--- config.mk ---
export PLATFORM = sky130hd
export DESIGN_NAME = kamus_lsu_ctrl
export DESIGN_NICKNAME = d
export VERILOG_FILES = /design/src/rtl/kamus_pkg.sv /design/src/rtl/kamus_lsu_align.sv /design/src/rtl/kamus_lsu_ctrl.sv
export SDC_FILE = /design/constraint.sdc
export NUM_CORES = 1
export LEC_CHECK = 0
export BUFFER_PORTS_ARGS = -buffer_cell sky130_fd_sc_hd__buf_2
export CAP_MARGIN = 5
export CORE_UTILIZATION = 53
export DETAILED_ROUTE_END_ITERATION = 16
export PLACE_DENSITY = 0.86
export SYNTH_ARGS = -nofsm -noshare
export SYNTH_HDL_FRONTEND = slang
export SYNTH_SLANG_ARGS = --single-unit
--- constraint.sdc ---
create_clock -name clk_i -period 3.2 [get_ports clk_i]
set_clock_uncertainty 0.2 [all_clocks]
set_input_delay 0.16 -clock clk_i [delete_from_list [all_inputs] [get_ports clk_i]]
set_output_delay 0.16 -clock clk_i [all_outputs]
set_load 0.02 [all_outputs]
--- src/rtl/kamus_pkg.sv ---
// kamus_pkg: shared types for the kamus-v core, including the load/store unit
// operation decode, access sizes and sequencer states.
package kamus_pkg;

    localparam int XLEN = 32;

    typedef enum logic [3:0] {
        OP_NOP = 4'h0,
        OP_ADD = 4'h1,
        OP_SUB = 4'h2,
        OP_AND = 4'h3,
        OP_OR  = 4'h4,
        OP_XOR = 4'h5,
        OP_SLL = 4'h6,
        OP_SRL = 4'h7,
        OP_LB  = 4'h8,
        OP_LH  = 4'h9,
        OP_LW  = 4'hA,
        OP_LBU = 4'hB,
        OP_LHU = 4'hC,
        OP_SB  = 4'hD,
        OP_SH  = 4'hE,
        OP_SW  = 4'hF
    } operation_t;

    typedef enum logic [1:0] {
        MEM_BYTE = 2'd0,
        MEM_HALF = 2'd1,
        MEM_WORD = 2'd2
    } mem_size_t;

    typedef enum logic [2:0] {
        LSU_IDLE     = 3'd0,
        LSU_REQ      = 3'd1,
        LSU_WAIT_RSP = 3'd2,
        LSU_DONE     = 3'd3,
        LSU_DRAIN    = 3'd4
    } lsu_state_t;

    typedef struct packed {
        logic      is_mem;
        mem_size_t size;
        logic      sign;
        logic      store;
    } mem_op_info_t;

    // Non-memory operations come back with is_mem = 0 so the LSU ignores them.
    function automatic mem_op_info_t decode_mem_op(input operation_t op);
        mem_op_info_t info;
        info = '{is_mem: 1'b0, size: MEM_WORD, sign: 1'b0, store: 1'b0};
        case (op)
            OP_LB:   info = '{is_mem: 1'b1, size: MEM_BYTE, sign: 1'b1, store: 1'b0};
            OP_LH:   info = '{is_mem: 1'b1, size: MEM_HALF, sign: 1'b1, store: 1'b0};
            OP_LW:   info = '{is_mem: 1'b1, size: MEM_WORD, sign: 1'b0, store: 1'b0};
            OP_LBU:  info = '{is_mem: 1'b1, size: MEM_BYTE, sign: 1'b0, store: 1'b0};
            OP_LHU:  info = '{is_mem: 1'b1, size: MEM_HALF, sign: 1'b0, store: 1'b0};
            OP_SB:   info = '{is_mem: 1'b1, size: MEM_BYTE, sign: 1'b0, store: 1'b1};
            OP_SH:   info = '{is_mem: 1'b1, size: MEM_HALF, sign: 1'b0, store: 1'b1};
            OP_SW:   info = '{is_mem: 1'b1, size: MEM_WORD, sign: 1'b0, store: 1'b1};
            default: info = '{is_mem: 1'b0, size: MEM_WORD, sign: 1'b0, store: 1'b0};
        endcase
        return info;
    endfunction

    function automatic logic is_aligned(input mem_size_t size, input logic [1:0] addr_lo);
        logic ok;
        case (size)
            MEM_BYTE: ok = 1'b1;
            MEM_HALF: ok = ~addr_lo[0];
            MEM_WORD: ok = (addr_lo == 2'b00);
            default:  ok = 1'b0;
        endcase
        return ok;
    endfunction

endpackage

--- src/rtl/kamus_lsu_align.sv ---
// kamus_lsu_align: lane logic for the LSU. The write side turns a request into
// byte enables plus lane-replicated store data; the read side picks the
// addressed lane out of the returned word and extends it to 32 bits.
module kamus_lsu_align
    import kamus_pkg::*;
(
    input  mem_size_t   i_wr_size,
    input  logic [1:0]  i_wr_addr_lo,
    input  logic [31:0] i_wr_data,
    output logic [3:0]  o_wr_be,
    output logic [31:0] o_wr_data,
    input  mem_size_t   i_rd_size,
    input  logic        i_rd_sign,
    input  logic [1:0]  i_rd_addr_lo,
    input  logic [31:0] i_rd_word,
    output logic [31:0] o_rd_data
);

    logic [31:0] w_rd_shifted;

    // Store lanes: the value is replicated so every lane carries it and the
    // byte enables alone decide which bytes the cache writes.
    always_comb begin
        o_wr_be   = 4'b1111;
        o_wr_data = i_wr_data;
        case (i_wr_size)
            MEM_BYTE: begin
                o_wr_be   = 4'b0001 << i_wr_addr_lo;
                o_wr_data = {4{i_wr_data[7:0]}};
            end
            MEM_HALF: begin
                o_wr_be   = 4'b0011 << i_wr_addr_lo;
                o_wr_data = {2{i_wr_data[15:0]}};
            end
            default: begin
                o_wr_be   = 4'b1111;
                o_wr_data = i_wr_data;
            end
        endcase
    end

    // Load lanes: shift the addressed byte/half down to bit 0, then extend.
    always_comb begin
        w_rd_shifted = i_rd_word >> {i_rd_addr_lo, 3'b000};
        o_rd_data    = i_rd_word;
        case (i_rd_size)
            MEM_BYTE: o_rd_data = {{24{i_rd_sign & w_rd_shifted[7]}}, w_rd_shifted[7:0]};
            MEM_HALF: o_rd_data = {{16{i_rd_sign & w_rd_shifted[15]}}, w_rd_shifted[15:0]};
            default:  o_rd_data = i_rd_word;
        endcase
    end

endmodule

--- src/rtl/kamus_lsu_ctrl.sv ---
// kamus_lsu_ctrl: load/store sequencer between execute and the L1D port.
// One operation in flight at a time; request fields are registered at accept
// and held unchanged until the cache grants.
//
// state    | meaning
// ---------+-----------------------------------------------------------
// IDLE     | no access; may accept a new op
// REQ      | l1d_req_o high, waiting for l1d_gnt_i
// WAIT_RSP | load granted, waiting for l1d_rvalid_i
// DONE     | done_o pulse; may accept the next op back-to-back
// DRAIN    | flushed load, swallow its rvalid before going idle
module kamus_lsu_ctrl
    import kamus_pkg::*;
#(
    parameter int XLEN = 32
) (
    input  logic            clk_i,
    input  logic            rst_ni,
    input  logic            req_valid_i,
    input  operation_t      req_op_i,
    input  logic [XLEN-1:0] req_addr_i,
    input  logic [XLEN-1:0] req_wdata_i,
    input  logic            flush_i,
    output logic            stall_o,
    output logic            done_o,
    output logic [XLEN-1:0] rdata_o,
    output logic            misaligned_o,
    output logic            l1d_req_o,
    output logic            l1d_we_o,
    output logic [XLEN-1:0] l1d_addr_o,
    output logic [3:0]      l1d_be_o,
    output logic [XLEN-1:0] l1d_wdata_o,
    input  logic            l1d_gnt_i,
    input  logic            l1d_rvalid_i,
    input  logic [XLEN-1:0] l1d_rdata_i
);

    lsu_state_t      r_state;
    lsu_state_t      w_state_nxt;
    mem_op_info_t    w_req_info;
    logic            w_req_aligned;
    logic            w_can_accept;
    logic            w_new_op;
    logic            w_accept;
    logic            w_misalign;
    logic            w_load_cplt;
    logic            w_stall;
    logic            w_done;
    logic [3:0]      w_be;
    logic [XLEN-1:0] w_wdata_lane;
    logic [XLEN-1:0] w_rdata_ext;

    mem_size_t       r_size;
    logic            r_sign;
    logic            r_we;
    logic [1:0]      r_addr_lo;
    logic [XLEN-1:0] r_addr;
    logic [3:0]      r_be;
    logic [XLEN-1:0] r_wdata;
    logic [XLEN-1:0] r_rdata;
    logic            r_misaligned;

    assign w_req_info    = decode_mem_op(req_op_i);
    assign w_req_aligned = is_aligned(w_req_info.size, req_addr_i[1:0]);
    assign w_can_accept  = (r_state == LSU_IDLE) || (r_state == LSU_DONE);
    // Flush wins over a new request: nothing is accepted or rejected that cycle.
    assign w_new_op      = w_can_accept && req_valid_i && w_req_info.is_mem && !flush_i;
    assign w_accept      = w_new_op && w_req_aligned;
    assign w_misalign    = w_new_op && !w_req_aligned;
    assign w_load_cplt   = (r_state == LSU_WAIT_RSP) && l1d_rvalid_i && !flush_i;

    kamus_lsu_align u_align (
        .i_wr_size    (w_req_info.size),
        .i_wr_addr_lo (req_addr_i[1:0]),
        .i_wr_data    (req_wdata_i),
        .o_wr_be      (w_be),
        .o_wr_data    (w_wdata_lane),
        .i_rd_size    (r_size),
        .i_rd_sign    (r_sign),
        .i_rd_addr_lo (r_addr_lo),
        .i_rd_word    (l1d_rdata_i),
        .o_rd_data    (w_rdata_ext)
    );

    // State register.
    always_ff @(posedge clk_i or negedge rst_ni) begin
        if (!rst_ni) begin
            r_state <= LSU_IDLE;
        end else begin
            r_state <= w_state_nxt;
        end
    end

    // Next-state decode plus stall/done.
    always_comb begin
        w_state_nxt = r_state;
        w_stall     = 1'b0;
        w_done      = 1'b0;
        case (r_state)
            LSU_IDLE: begin
                w_stall     = w_accept;
                w_state_nxt = w_accept ? LSU_REQ : LSU_IDLE;
            end
            LSU_DONE: begin
                w_done      = 1'b1;
                w_stall     = w_accept;
                w_state_nxt = w_accept ? LSU_REQ : LSU_IDLE;
            end
            LSU_REQ: begin
                w_stall = 1'b1;
                if (flush_i) begin
                    // A granted load still owes us an rvalid; a granted store
                    // simply completes without reporting.
                    w_state_nxt = (l1d_gnt_i && !r_we) ? LSU_DRAIN : LSU_IDLE;
                end else if (l1d_gnt_i) begin
                    w_state_nxt = r_we ? LSU_DONE : LSU_WAIT_RSP;
                end
            end
            LSU_WAIT_RSP: begin
                w_stall = 1'b1;
                if (l1d_rvalid_i) begin
                    // Flush coinciding with rvalid has nothing left to drain.
                    w_state_nxt = flush_i ? LSU_IDLE : LSU_DONE;
                end else if (flush_i) begin
                    w_state_nxt = LSU_DRAIN;
                end
            end
            LSU_DRAIN: begin
                w_stall = 1'b1;
                if (l1d_rvalid_i) begin
                    w_state_nxt = LSU_IDLE;
                end
            end
            default: begin
                w_state_nxt = LSU_IDLE;
            end
        endcase
    end

    // Request latch at accept, load result capture, misaligned pulse.
    always_ff @(posedge clk_i or negedge rst_ni) begin
        if (!rst_ni) begin
            r_size       <= MEM_BYTE;
            r_sign       <= 1'b0;
            r_we         <= 1'b0;
            r_addr_lo    <= 2'b00;
            r_addr       <= '0;
            r_be         <= 4'b0000;
            r_wdata      <= '0;
            r_rdata      <= '0;
            r_misaligned <= 1'b0;
        end else begin
            r_misaligned <= w_misalign;
            if (w_accept) begin
                r_size    <= w_req_info.size;
                r_sign    <= w_req_info.sign;
                r_we      <= w_req_info.store;
                r_addr_lo <= req_addr_i[1:0];
                r_addr    <= {req_addr_i[XLEN-1:2], 2'b00};
                r_be      <= w_be;
                r_wdata   <= w_wdata_lane;
            end
            if (w_load_cplt) begin
                r_rdata <= w_rdata_ext;
            end
        end
    end

    assign stall_o      = w_stall;
    assign done_o       = w_done;
    assign rdata_o      = r_rdata;
    assign misaligned_o = r_misaligned;
    assign l1d_req_o    = (r_state == LSU_REQ);
    assign l1d_we_o     = r_we;
    assign l1d_addr_o   = r_addr;
    assign l1d_be_o     = r_be;
    assign l1d_wdata_o  = r_wdata;

endmodule

Yosys cells after proc, flatten, opt, wreduce, memory -nomap -nowiden
Memories as Yosys holds them, arrays and structs flattened. Cells that the tools add are included.

Register bits after elaboration: 108. Bits in read-only memories: 80. Output and inout bits: 105. Memories kept: 1.

Equality and inequality tests: 10. Shift operators: 3. Multiplexer cells: 16. Bitwise operators: 3. Reductions and logical operators: 19.

Memories: (name not given) (depth 16, bits a word 5, read ports 1, clocked after Yosys merged registers in 0, write ports 0, line kamus_pkg.sv:51) `case (op)`.

Operator list (number): $pmux W32 S2 (2); $shr A32 B5 Y16 (1); $mux W3 (6); $pmux W3 S4 (1); $logic_and A1 B1 Y1 (8); $pmux W4 S2 (1); $eq A3 B2 Y1 const B (2); $logic_not A2 Y1 (3); $eq A2 B1 Y1 const B (2); $shl A1 B2 Y4 const A (1); $shl A2 B2 Y4 const A (1); $eq A3 B1 Y1 const B (1); $eq A3 B3 Y1 const B (1); $logic_not A1 Y1 (3); $logic_not A3 Y1 (1); $mux W1 (3); $ne A3 B2 Y1 const B (1); $ne A3 B3 Y1 const B (1); $pmux W1 S3 (1); $reduce_and A3 Y1 (1); $reduce_or A3 Y1 (1); $and A1 B1 Y1 (2); $eq A2 B2 Y1 const B (1); $mux W2 (1); 5 further kinds (5).

Logic depth before layout (Yosys ltp)
Word-level depth: 8. Gate-level depth with buffers: 7. Gate-level depth less buffers: 4.

By module
From an unflattened synthesis, not the netlist that was laid out.

Cell total of the unflattened synthesis: 444. Area total of the unflattened synthesis: 5719.2 um2.

Modules (own cells, without submodules): kamus_lsu_ctrl (times used 1, cells an instance 274, area an instance 4544.4 um2, seq. area each 2702.6 um2); kamus_lsu_align (times used 1, cells an instance 170, area an instance 1174.9 um2, seq. area each 0.0 um2).

Least setup slack after synthesis
Ideal clock, no wire load.

Kind: input -> register. Start point: in req_op_i[2]. End point: reg r_addr[10], in the netlist l1d_addr_o[10]. Data arrival time: 1719 ps. Slack: 1156 ps. Cell stages on the path: 6. Cells stage by stage: buf_2 > xnor2_1 > a211oi_4 > o31ai_4 > buf_6 > mux2_4.

Longest elaborated chain between the ends: 4.

Ends and longest elaborated chain: start, declared (line kamus_lsu_ctrl.sv:20) `input operation_t req_op_i,`; $mem_v2 Z16 W5 *; $eq A2 B2 Y1 (tied with other cells) (line kamus_pkg.sv:67) `case (size)`; $pmux W1 S3 / $logic_and A1 B1 Y1 (equally long branches) (line kamus_pkg.sv:67, kamus_lsu_ctrl.sv:67); $logic_and A1 B1 Y1 * (line kamus_lsu_ctrl.sv:68) `assign w_accept = w_new_op && w_req_aligned;`; end signal, assigned (line kamus_lsu_ctrl.sv:159) `r_addr <= {req_addr_i[XLEN-1:2], 2'b00};`; end, declared (line kamus_lsu_ctrl.sv:57) `logic [XLEN-1:0] r_addr;`.

Every way passes the cells marked *; elsewhere a longest branch is shown, timed or not. A chain may end at the register's enable or synchronous reset.

Final worst setup path
Start point: in req_op_i[2]. End point: out stall_o.

Longest elaborated chain between the ends: 5.

Ends and longest elaborated chain: $mem_v2 Z16 W5 *; $eq A2 B2 Y1 (tied with other cells) (line kamus_pkg.sv:67); $pmux W1 S3 / $logic_and A1 B1 Y1 (equally long branches) (line kamus_pkg.sv:67, kamus_lsu_ctrl.sv:67); $logic_and A1 B1 Y1 * (line kamus_lsu_ctrl.sv:68); $pmux W1 S2 * (line kamus_lsu_ctrl.sv:99) `case (r_state)`; end, declared (line kamus_lsu_ctrl.sv:24) `output logic stall_o,`.

Marked as above.

==> run_results.csv <==
group,metric,value,unit
route,routed_via_density,5.651,
timing,post-route-period-util,90.44,%
die,die_w,102.7,um
timing,period_needed,2.894,ns
cts,cts_buffer_depth,2,
global_route,grtUsageTotal,34.35,%
setup_path,path_common_cell,"buf_2",
timing,holdWs,0.05129,ns
finish,final_common_cell,"buf_2",
setup_path,reg2regPathDepth,5,
placed_design,place_congestion,0.8208,
outcome,status,"complete, no violations",
route,wire_per_inst,20.09,um
power,p_clk_share,16.4,%
timing,fin_tns_setup,0,ns
yosys,avgSynthCellArea,12.36,um^2
setup_path,r2r_start,"r_state[1]",
worst_hold_path,hold_start,"req_valid_i",
setup_path,cp_slowest_stage_delay,0.63,ns
placed_design,port_buffers,208,
cts,clk_latency,0.37,ns
yosys,synth_seq_area_share,50.26,%
die,die_area,10550,um^2
setup_path,crit_start,"req_op_i[2]",
power,p_sw_share,39.66,%
yosys,synth_cell_types,47,
power,p_int,3.548,mW
setup_path,crit_fanout,9,
timing,maxClockFrequency,0.3455,GHz
finish,synthToLayoutAreaGrowth,46.51,%
power,power.density,746.3,nW/um^2
finish,fin_area,7879,um^2
setup_path,crit_family,"buffers and inverters",
timing,worstMarginPinSlew,1.052,ns
flow_run,drv_cap,0,
cts,cts.sinks,108,
die,initial_utilization,54.77,%
placed_design,pre_cts_ws,0.8782,ns
worst_hold_path,hold_end,"l1d_be_o[3]",
yosys,synthCells,435,
route,first_iter_violations,281,
timing,finalSetupViolCount,0,
global_route,grt_pass1_wl,26850,um
timing,worst_slack,0.3058,ns
route,via_count,4990,
global_route,grt_max_degree,83,
yosys,yosys_warnings,0,
route,detail-route-antenna-nets,0,
cts,path_clk_slew,0.10,ns
die,core_area,9819,um^2
finish,drive_above_1_share,42.80,%
route,drtPass1Iterations,5,
power,pwr-share-seq,38.3,%
cts,cts_buffers,9,
finish,finalNetCount,852,
setup_path,timing_worst_setup_path_type,"in2out",
yosys,synth_edf_count,0,
finish,layout_common_cells,"buf_2 (207), dlygate4sd3_1 (110), dfrtp_1 (108)",
yosys,async_flop_share,100.0,%
setup_path,path_buf_inv,4,
timing,rsz0062_at_grt,"no",
setup_path,endpoint_kind,"output port",
setup_path,cp.required,2.84,ns
worst_hold_path,hold_depth,4,
die,rows,36,
power,p_sw,2.332,mW
power,p_leak,4.095,nW
placed_design,place_area,6544,um^2
finish,antenna_cells,0,
die,die_h,102.7,um
global_route,grt_antenna_before_repair,0,
power,ir_drop,0.0004655,V
global_route,grt_overflow,0,
die,io_pins,211,
setup_path,start_kind,"primary input",
setup_path,r2r_end,"l1d_addr_o[5]",
timing,maxSlewViolCount,0,
global_route,first_global_vias,5298,
timing,maxSlewHeadroom,29.87,%
yosys,synth_seq_cells,108,
setup_path,worstPathArrival,2.53,ns
yosys,syn-cell-area,5378,um^2
setup_path,crit_slowest_cell,"o31ai_4",
cts,cts_tree,"built",
cts,ctsHtreeMaxLevel,3,
timing,hold_viol,0,
setup_path,path_cells,"dlygate4sd3_1 -> buf_2 -> xnor2_1 -> a211oi_4 -> o31ai_4 -> buf_4 -> nand2_1 -> buf_2",
setup_path,r2r_slack,0.92,ns
route,drt_wl_total,17740,um
yosys,ys.flop_type,"dfrtp_1",
route,drc,0,
power,power_frac_comb,45.3,%
worst_hold_path,hp-class,"in2reg",
cts,root_buffer,"clkbuf_8",
placed_design,dp_hpwl,10290,um
layer usage:
metal / wire length, um / GRT usage [%] / vias to the layer above
met3: 1469 / 6.847 / 62
met5: 0 / 0 / -
met4: 719 / 18.31 / 0
met1: 6411 / 38.11 / 2415
li1: - / - / 2186
met2: 9136 / 62.10 / 327
area by class of cell:
class	count	area [um^2]
Inverter	13	48.80
Clock inverter	3	68.82
Tap cell	133	166.4
Clock buffer	12	165.2
Sequential cell	108	2703
Multi-Input combinational cell	280	2437
Timing Repair Buffer	334	2290
Fill cell	532	1941
cell families (layout without fill, tap and decap cells):
| group | Yosys count | count (layout) | share of synthesized area (%) |
|---|---|---|---|
| XOR/XNOR | 6 | 6 | 0.9772 |
| flip-flops | 108 | 108 | 50.26 |
| AO/OA/AOI/OAI | 96 | 96 | 13.42 |
| multiplexers | 97 | 97 | 23.87 |
| buffers and inverters | 48 | 362 | 4.560 |
| other | 1 | 2 | 0.06973 |
| AND/OR/NAND/NOR | 79 | 79 | 6.840 |
worst max path at each step:
stage	endpoint	depth (start not counted)
4_1_cts	stall_o	8
3_5_place_dp	l1d_addr_o[21]	6
6_report	stall_o	8
5_1_grt	stall_o	8
2_1_floorplan	l1d_addr_o[10]	6
3_3_place_gp	l1d_addr_o[14]	6
registers in the layout (all words and copies together) (netlist names):
signal and count:
l1d_addr_o 30, l1d_be_o 4, l1d_wdata_o 32, l1d_we_o 1, misaligned_o 1, r_addr_lo 2
r_sign 1, r_size 2, r_state 3, rdata_o 32
what timing repair did:
action | in CTS | in global routing
hold buffers | 110 | 0
endpoints found under the hold margin | 180 | 0
gates resized for setup | 0 | 0
setup buffers | 0 | 0
synthesized netlist by cell type (2+ instances only):
| cell | n | area share [%] |
|---|---|---|
| nor3_1 | 4 | 0.37 |
| o21ai_0 | 13 | 1.2 |
| o22a_1 | 8 | 1.3 |
| dfrtp_1 | 108 | 50 |
| buf_6 | 6 | 1.3 |
| o211ai_1 | 3 | 0.42 |
| buf_4 | 3 | 0.42 |
| clkbuf_1 | 15 | 1.0 |
| o22ai_1 | 8 | 0.93 |
| inv_1 | 13 | 0.91 |
| a21oi_1 | 19 | 1.8 |
| a2bb2oi_1 | 7 | 1.1 |
| buf_2 | 7 | 0.65 |
| o21a_1 | 2 | 0.28 |
| a22o_1 | 10 | 1.6 |
| o31ai_1 | 2 | 0.28 |
| nand4b_1 | 2 | 0.33 |
| xor2_1 | 4 | 0.65 |
| nand2_1 | 30 | 2.1 |
| mux2_2 | 18 | 3.8 |
| nor4_1 | 2 | 0.23 |
| nor3b_1 | 2 | 0.28 |
| mux2_4 | 58 | 16 |
| buf_1 | 4 | 0.28 |
| o2bb2ai_1 | 7 | 1.1 |
| xnor2_1 | 2 | 0.33 |
| nor2b_1 | 4 | 0.47 |
| nand2b_1 | 4 | 0.47 |
| a222oi_1 | 8 | 1.5 |
| mux2i_1 | 21 | 3.9 |
| nor2_1 | 25 | 1.7 |
tightest hold or removal path, delay by kind of cell:
| family | cells | cell delay [ns] |
|---|---|---|
| buf+inv | 1 | 0.09 |
| simple gates | 2 | 0.26 |
| compound gates | 1 | 0.08 |
stage by stage:
step           power [mW]  util (%)  std cells
2_1_floorplan       3.812         -        436
3_3_place_gp        4.580     66.64        758
3_5_place_dp        4.690     66.64        758
4_1_cts             5.756     80.24        883
5_1_grt             6.154     80.24        883
6_report            5.880     80.24        883
power by group through the flow:
stage | clock network [mW] | registers, mW | logic (mW)
after floorplan | 0 | 2.78 | 1.04
after global placement | 0 | 2.20 | 2.38
after detailed placement | 0 | 2.22 | 2.47
after CTS | 0.971 | 2.21 | 2.57
after global routing | 1.02 | 2.31 | 2.83
final | 0.965 | 2.25 | 2.66
Note: power is estimated with default switching activity, not from simulation.
